<file path="src/rtl/fpaddsub_norm_pipe_pkg.sv">
// Shared FP_AddSub widths, pipeline stage structs and helpers for the post-add normalizer.
// The width macros can be overridden on the command line; the localparams derive from them.
`ifndef MANTISSA
`define MANTISSA 10
`endif
`ifndef EXPONENT
`define EXPONENT 5
`endif
`ifndef DWIDTH
`define DWIDTH (`MANTISSA+6)
`endif

package fpaddsub_norm_pipe_pkg;

    localparam int MANT_W = `MANTISSA;
    localparam int EXP_W  = `EXPONENT;
    localparam int DWIDTH = `DWIDTH;
    // One extra bit so the counter can return DWIDTH for an all-zero input.
    localparam int LZC_W  = $clog2(`DWIDTH) + 1;

    localparam logic [EXP_W-1:0] EXP_MAX = '1;
    localparam logic [EXP_W-1:0] EXP_SAT = {{(EXP_W-1){1'b1}}, 1'b0};

    typedef struct packed {
        logic [DWIDTH:0]   sum;
        logic              sgn;
        logic              opr;
        logic [EXP_W-1:0]  emax;
        logic [LZC_W-1:0]  lzc;
    } s1_t;

    typedef struct packed {
        logic [DWIDTH-1:0] m;
        logic [EXP_W-1:0]  e;
        logic              sgn;
        logic              zero;
        logic              ovf;
        logic              uflow;
`ifdef FPADDSUB_NORM_STICKY_EN
        logic              sticky;
`endif
    } norm_t;

    function automatic logic lzc_ge_emax(input logic [LZC_W-1:0] lzc,
                                         input logic [EXP_W-1:0] emax);
        return int'(lzc) >= int'(emax);
    endfunction

endpackage

</file>
<file path="src/rtl/fpaddsub_lzc.sv">
// Combinational leading-zero counter over DWIDTH bits; returns DWIDTH for an all-zero input.
// No latency, no flow control.
module fpaddsub_lzc
    import fpaddsub_norm_pipe_pkg::*;
(
    input  logic [DWIDTH-1:0] i_dat,
    output logic [LZC_W-1:0]  o_cnt
);

    // Scanning upward lets the highest set bit write last and win.
    always_comb begin
        o_cnt = LZC_W'(DWIDTH);
        for (int i = 0; i < DWIDTH; i++) begin
            if (i_dat[i]) o_cnt = LZC_W'(DWIDTH - 1 - i);
        end
    end

endmodule

</file>
<file path="src/rtl/fpaddsub_norm_pipe.sv">
// Two-stage FP add/sub normalizer, 2-cycle latency, 1 beat/cycle; valid/ready backpressure stalls both stages.
// Optional Sticky output enabled by defining FPADDSUB_NORM_STICKY_EN.
module fpaddsub_norm_pipe
    import fpaddsub_norm_pipe_pkg::*;
(
    input  logic              clk,
    input  logic              rst,
    input  logic              in_valid,
    output logic              in_ready,
    input  logic [DWIDTH:0]   Sum,
    input  logic              PSgn,
    input  logic              Opr,
    input  logic [EXP_W-1:0]  Emax,
    output logic              out_valid,
    input  logic              out_ready,
    output logic [DWIDTH-1:0] NormM,
    output logic [EXP_W-1:0]  NormE,
    output logic              NSgn,
    output logic              Zero,
    output logic              Ovf,
    output logic              Uflow
`ifdef FPADDSUB_NORM_STICKY_EN
    ,
    output logic              Sticky
`endif
);

    logic             r_s1_vld;
    s1_t              r_s1;
    logic             r_s2_vld;
    norm_t            r_s2;

    logic             w_s1_adv;
    logic             w_in_acc;
    logic [LZC_W-1:0] w_lzc;
    s1_t              w_s1_nxt;
    norm_t            w_s2_nxt;
    logic [DWIDTH-1:0] w_low;

    assign w_s1_adv = !r_s2_vld || out_ready;
    assign in_ready = !r_s1_vld || w_s1_adv;
    assign w_in_acc = in_valid && in_ready;

    fpaddsub_lzc u_lzc (
        .i_dat (Sum[DWIDTH-1:0]),
        .o_cnt (w_lzc)
    );

    always_comb begin
        w_s1_nxt      = '0;
        w_s1_nxt.sum  = Sum;
        w_s1_nxt.sgn  = PSgn;
        w_s1_nxt.opr  = Opr;
        w_s1_nxt.emax = Emax;
        w_s1_nxt.lzc  = w_lzc;
    end

    always_ff @(posedge clk or negedge rst) begin
        if (!rst) begin
            r_s1_vld <= 1'b0;
            r_s1     <= '0;
        end else begin
            if (in_ready) r_s1_vld <= in_valid;
            if (w_in_acc) r_s1     <= w_s1_nxt;
        end
    end

    assign w_low = r_s1.sum[DWIDTH-1:0];

    // Priority: exact zero, carry-out right shift, underflow clamp, normal left shift.
    always_comb begin
        w_s2_nxt     = '0;
        w_s2_nxt.sgn = r_s1.sgn;
        if (r_s1.sum == '0) begin
            w_s2_nxt.zero = 1'b1;
            w_s2_nxt.sgn  = r_s1.opr ? 1'b0 : r_s1.sgn;
        end else if (r_s1.sum[DWIDTH]) begin
            w_s2_nxt.m = r_s1.sum[DWIDTH:1];
            if (r_s1.emax >= EXP_SAT) begin
                w_s2_nxt.e   = EXP_MAX;
                w_s2_nxt.ovf = 1'b1;
            end else begin
                w_s2_nxt.e = r_s1.emax + EXP_W'(1);
            end
`ifdef FPADDSUB_NORM_STICKY_EN
            w_s2_nxt.sticky = r_s1.sum[0];
`endif
        end else if (lzc_ge_emax(r_s1.lzc, r_s1.emax)) begin
            w_s2_nxt.m     = w_low << r_s1.emax;
            w_s2_nxt.e     = '0;
            w_s2_nxt.uflow = 1'b1;
        end else begin
            // lzc < emax here, so the narrowing cast cannot lose bits.
            w_s2_nxt.m = w_low << r_s1.lzc;
            w_s2_nxt.e = r_s1.emax - EXP_W'(r_s1.lzc);
        end
    end

    always_ff @(posedge clk or negedge rst) begin
        if (!rst) begin
            r_s2_vld <= 1'b0;
            r_s2     <= '0;
        end else if (w_s1_adv) begin
            r_s2_vld <= r_s1_vld;
            if (r_s1_vld) r_s2 <= w_s2_nxt;
        end
    end

    assign out_valid = r_s2_vld;
    assign NormM     = r_s2.m;
    assign NormE     = r_s2.e;
    assign NSgn      = r_s2.sgn;
    assign Zero      = r_s2.zero;
    assign Ovf       = r_s2.ovf;
    assign Uflow     = r_s2.uflow;
`ifdef FPADDSUB_NORM_STICKY_EN
    assign Sticky    = r_s2.sticky;
`endif

endmodule

</file>
<file path="config.mk">
export PLATFORM = sky130hd
export DESIGN_NAME = fpaddsub_norm_pipe
export DESIGN_NICKNAME = d
export VERILOG_FILES = /design/src/rtl/fpaddsub_norm_pipe_pkg.sv /design/src/rtl/fpaddsub_lzc.sv /design/src/rtl/fpaddsub_norm_pipe.sv
export SDC_FILE = /design/constraint.sdc
export NUM_CORES = 1
export LEC_CHECK = 0
export BUFFER_PORTS_ARGS = -buffer_cell sky130_fd_sc_hd__buf_4
export CORE_MARGIN = 8
export CORE_UTILIZATION = 52
export DETAILED_ROUTE_END_ITERATION = 10
export HOLD_SLACK_MARGIN = 0.03
export PLACE_DENSITY = 0.88
export SLEW_MARGIN = 20
export SYNTH_ARGS = -nofsm -noshare
export SYNTH_HDL_FRONTEND = slang
export SYNTH_HIERARCHICAL = 1
export SYNTH_SLANG_ARGS = --single-unit
</file>
<file path="constraint.sdc">
create_clock -name clk -period 3.2 [get_ports clk]
set_clock_uncertainty 0.2 [all_clocks]
set_input_delay 0.32 -clock clk [delete_from_list [all_inputs] [get_ports clk]]
set_output_delay 0.32 -clock clk [all_outputs]
set_load 0.02 [all_outputs]
</file>
======== Yosys cells after proc, flatten, opt, wreduce, memory -nomap -nowiden ========
Index checks and enable logic that the tools add are counted.
W data, S select, Z words.
word-level totals
  bits in registers ....................... 56
  logic and storage cells ................. 53
  input bits .............................. 28
cells by class
  $lt $le $gt $ge ......................... 2
  reduce and logical (&&, ||, !) cells .... 7
  multiplexer cells ....................... 27
  shift-type cells ........................ 2
  add/sub/neg operators ................... 2
operators by type and width
  operator               count
  $mux W5                17
  $mux W21               3
  $shl A16 B5 Y16        2
  $logic_not A17 Y1      1
  $add A5 B1 Y5 const B  1
  $ge A5 B5 Y1           1
  $ge A5 B5 Y1 const B   1
  $mux W1                5
  $sub A5 B5 Y5          1
  $mux W2                2
  $logic_not A1 Y1       2
  $logic_or A1 B1 Y1     2
  $reduce_and A2 Y1      1
  $logic_and A1 B1 Y1    1

======== Logic depth before layout (Yosys ltp) ========
  depth after elaboration ................. 16
  mapped depth ............................ 12

======== Hierarchy ========
Netlist, hierarchy kept.
modules (own cells, without submodules)
  module              sequential area each (um^2)  area an instance (um^2)  instances  cells each
  fpaddsub_norm_pipe  1401.3                       3363.2                   1          308
  fpaddsub_lzc        0.0                          188.9                    1          32

======== Worst setup path before layout ========
No wires, ideal clock.
  path type ............................... register -> register
  start point ............................. register r_s1[7] (netlist bit)
  end point ............................... register r_s2 (netlist bit NormM[11])
  setup slack ............................. 65 ps
  data arrival time ....................... 2803 ps
  clock period less this slack ............ 3135 ps
  stages on the path, launching flop included .. 11
  path through ............................ dfrtp_1 > ha_1 > o211ai_2 > a21oi_2 > o21ai_4 > mux2i_4 > buf_6 > mux4_2 > mux2_2 > nand2_1 > a21oi_1
between the ends
  word-level cells in the longest chain between the ends .. 4
  elaborated cells between the ends (all ways) .. 5
ends and longest elaborated chain
  element                                                 RTL line                                                RTL
  start, declared                                         fpaddsub_norm_pipe.sv:29                                s1_t r_s1;
  start signal, assigned                                  fpaddsub_norm_pipe.sv:64                                if (w_in_acc) r_s1 <= w_s1_nxt;
  $shl A16 B5 Y16 / $ge A5 B5 Y1 (equally long branches)  fpaddsub_norm_pipe.sv:89, fpaddsub_norm_pipe_pkg.sv:46
  $mux W21 (*)                                            fpaddsub_norm_pipe.sv:88                                end else if (lzc_ge_emax(r_s1.lzc, r_s1.emax)) begin
  $mux W21 (*)                                            fpaddsub_norm_pipe.sv:77                                end else if (r_s1.sum[DWIDTH]) begin
  $mux W21 (*)                                            fpaddsub_norm_pipe.sv:74                                if (r_s1.sum == '0) begin
  end signal, assigned                                    fpaddsub_norm_pipe.sv:105                               if (r_s1_vld) r_s2 <= w_s2_nxt;
  end, declared                                           fpaddsub_norm_pipe.sv:31                                norm_t r_s2;
Every way passes the cells marked *; elsewhere a longest branch is shown, timed or not.
A chain may end at the register's enable or synchronous reset.

======== Worst setup path in the final report ========
  start point ............................. register r_s1[3] (netlist bit)
  end point ............................... register r_s2 (netlist bit NormM[14])
between the ends
  word-level cells in the longest chain between the ends .. 4
  elaborated cells between the ends (all ways) .. 5
ends and longest elaborated chain
  element                                                 RTL line
  $shl A16 B5 Y16 / $ge A5 B5 Y1 (equally long branches)  fpaddsub_norm_pipe.sv:94, fpaddsub_norm_pipe_pkg.sv:46
  $mux W21 (*)                                            fpaddsub_norm_pipe.sv:88
  $mux W21 (*)                                            fpaddsub_norm_pipe.sv:77
  $mux W21 (*)                                            fpaddsub_norm_pipe.sv:74
Marks and branches as above.

==> flow_summary_export.csv <==
group,metric,value,unit
pwr,vdd_drop_max,265.5,uV
worst_setup_path,cp_data_arrival_time,3.07,ns
detailed_routing,wire_per_inst,19.47,um
timing,hold_viol,0,
worst_setup_path,critPathLaunchType,"flip-flop",
global_route,grt_pass1_vias,3156,
placed_design,placed_area,4131,um2
timing,rsz0062_at_grt,"false",
floorplan,io_pins,55,
timing,finalSetupViolations,0,
yosys,syn_inst,340,
yosys,syn-num-nets,376,
detailed_routing,dr.first_iter.drc_count,307,
timing,slew_headroom,53.29,%
global_route,grt_max_degree,57,
placed_design,dp.final_hpwl,6959,um
placed_design,gp_congestion,0.9939,
cts,numCtsBuffers,5,
cts,cts_buffer_depth,2,
worst_setup_path,endpoint_kind,"flip-flop",
worst_setup_path,worstPathCellList,"inv_1 -> ha_1 -> o211ai_2 -> a21oi_2 -> o21ai_4 -> mux2i_4 -> buf_12 -> mux4_2 -> mux2_2 -> a21oi_1 -> a21oi_1",
status,status,"complete, no violations",
cts,root_buffer,"clkbuf_8",
flow_run,drv_cap,0,
worst_setup_path,critPathMaxStageDelay,0.51,ns
finish,drive_gt1_share,35.19,%
yosys,yosysTopAreaCell,"dfrtp_1",
detailed_routing,via_count,3115,
yosys,synth_most_common_cell,"dfrtp_1",
cts,clk_latency,0.32,ns
yosys,synth_ff_type,"dfrtp_1",
timing,timing.final.crit_share,95.86,%
yosys,synth_top_area_share,39.45,%
detailed_routing,viasPerCell,6.331,
pwr,powerDensity,630.7,nW/um2
finish,final_nets,447,
yosys,synth_area_per_cell,10.45,um2
global_route,overflow,0,
finish,num_antenna_cells,0,
yosys,yosysWarnings,6,
finish,nFillCells,531,
floorplan,die_h,98.65,um
worst_setup_path,worstSetupPathType,"reg2reg",
detailed_routing,drt-total-wl,9578,um
yosys,ys_top_cells_by_area,"dfrtp_1 39%, mux2_2 11%, mux4_2 8.2%, nand2_1 3.7%, o21ai_0 3.2%",
yosys,syn-cell-area,3552,um2
timing,maxClockFrequency,0.3260,GHz
worst_setup_path,cp_slowest_cell,"mux4_2",
floorplan,start_util,52.87,%
cts,clock-sinks,56,
floorplan,die_w,98.65,um
placed_design,portBuffers,54,
global_route,grt.total_usage,20.05,%
global_route,antenna_found_initial,0,
pwr,p_leak,1.884,nW
worst_setup_path,path_max_fanout,16,
worst_setup_path,path_buf_inv,2,
worst_setup_path,crit_top_cell,"a21oi_1",
yosys,synth_common_cells,"56 x dfrtp_1, 36 x mux2_2, 35 x nand2_1",
cts,cts_tree,"built",
yosys,synth-seq-cells,56,
detailed_routing,ant_nets,0,
detailed_routing,drt-pass1-iter-count,5,
worst_setup_path,path_delay_family,"multiplexers",
finish,seq_area,1401,um2
yosys,synth.distinct_cells,47,
global_route,grt_pass1_wl,15880,um
yosys,synth-async-reset-ratio,100.0,%
worst_hold_path,holdCritPathClass,"in2reg",
cts,h-tree-depth,2,
floorplan,dieArea,9732,um2
floorplan,fp.coreArea,6719,um2
floorplan,num_rows,30,
timing,worst_pin_slew,0.7006,ns
yosys,ys_seq_area_share,39.45,%
timing,period_minus_slack,3.068,ns
timing,tns,0,ns
cts,path_clk_slew,0.10,ns
finish,multi_input_area,2057,um2
finish,final_area,4369,um2
timing,slew_viol_final,0,
worst_setup_path,required,3.21,ns
finish,syn2layout_area_growth,23.00,%
yosys,synth_edf_count,0,
detailed_routing,drc,0,
## cell families after synthesis
family	after synthesis	synth area share, %
adders and majority gates	8	3.029
xor gates and xnor gates	6	1.479
DFF	56	39.45
buffers and inverters	28	3.382
AOI/OAI and AO/OA	86	15.99
and+or+nand+nor	96	13.56
muxes	60	23.11
## metrics by stage
step / power [mW] / setup WS (ns) / cells / hold slack, ns / utilization [%]
global placement: 2.204 / 0.1531 / 473 / 0.2121 / 61.49
CTS: 2.717 / 0.04187 / 488 / 0.03401 / 64.19
global route: 2.898 / 0.008972 / 492 / 0.03414 / 65.03
detailed placement: 2.232 / 0.08161 / 473 / 0.2244 / 61.49
floorplan: 1.780 / 0.06510 / 340 / -0.1756 / -
finish: 2.755 / 0.1325 / 492 / 0.03525 / 65.03
## placed cells by master, fill, tap and decap left out, drive strengths merged, types with 7 or more instances in the layout
master       synthesis  final
nor2                20     20
nand3                9      9
mux2                36     36
inv                 10     10
ha                   7      7
buf                  7     75
mux2i               11     11
dlygate4sd3          0      7
nand2b               7      7
nand2               35     35
dfrtp               56     56
nor4                 7      7
mux4                13     13
o21ai               24     24
a21oi               20     20
## path summary, 6_finish.rpt
| kind | from | end | slack [ns] | depth (start not counted) |
|---|---|---|---|---|
| worst min register to register | Zero | Zero | 0.29 | 2 |
| worst max-delay path | r_s1[3] | NormM[14] | 0.13 | 11 |
| max in group asynchronous | rst | Ovf | 1.97 | 2 |
| min in group asynchronous | rst | r_s1[14] | 0.37 | 2 |
| worst max register to register | r_s1[3] | NormM[14] | 0.13 | 11 |
| worst min-delay path | Sum[16] | r_s1[28] | 0.04 | 2 |
## layer usage
| metal | share of wire, % | global-route usage (%) |
|---|---|---|
| met5 | 0 | 0 |
| met4 | 4.2 | 9.209 |
| met3 | 8.4 | 5.567 |
| met2 | 45 | 30.14 |
| met1 | 43 | 26.19 |
## power breakdown
part / internal [mW] / switching (mW) / total [mW]
combinational: 0.627 / 0.661 / 1.29
sequential: 0.849 / 0.138 / 0.986
clock: 0.232 / 0.249 / 0.481
total: 1.71 / 1.05 / 2.76
## flip-flops by register name (all words and copies together), names as in the netlist
| register | cells |
|---|---|
| NSgn | 1 |
| r_s1 | 29 |
| Uflow | 1 |
| r_s1_vld | 1 |
| NormE | 5 |
| out_valid | 1 |
| Ovf | 1 |
| Zero | 1 |
| NormM | 16 |
## repair_timing
action                                  CTS  global route
hold buffers                              7             0
hold endpoints to repair                 62             0
resized for setup                         0             6
buffers inserted                          0             4
endpoints found under the setup margin    0             9
## final cells by class
| cell class | count | share of cell area, % |
|---|---|---|
| multi-input cells | 256 | 47.08 |
| repair buffers | 82 | 15.15 |
| clock buffers | 5 | 1.575 |
| inverters | 10 | 0.8591 |
| well taps | 80 | 2.291 |
| clock inverters | 3 | 0.9737 |
| flip-flops and latches | 56 | 32.07 |
Power figures use the tool's default switching activity.
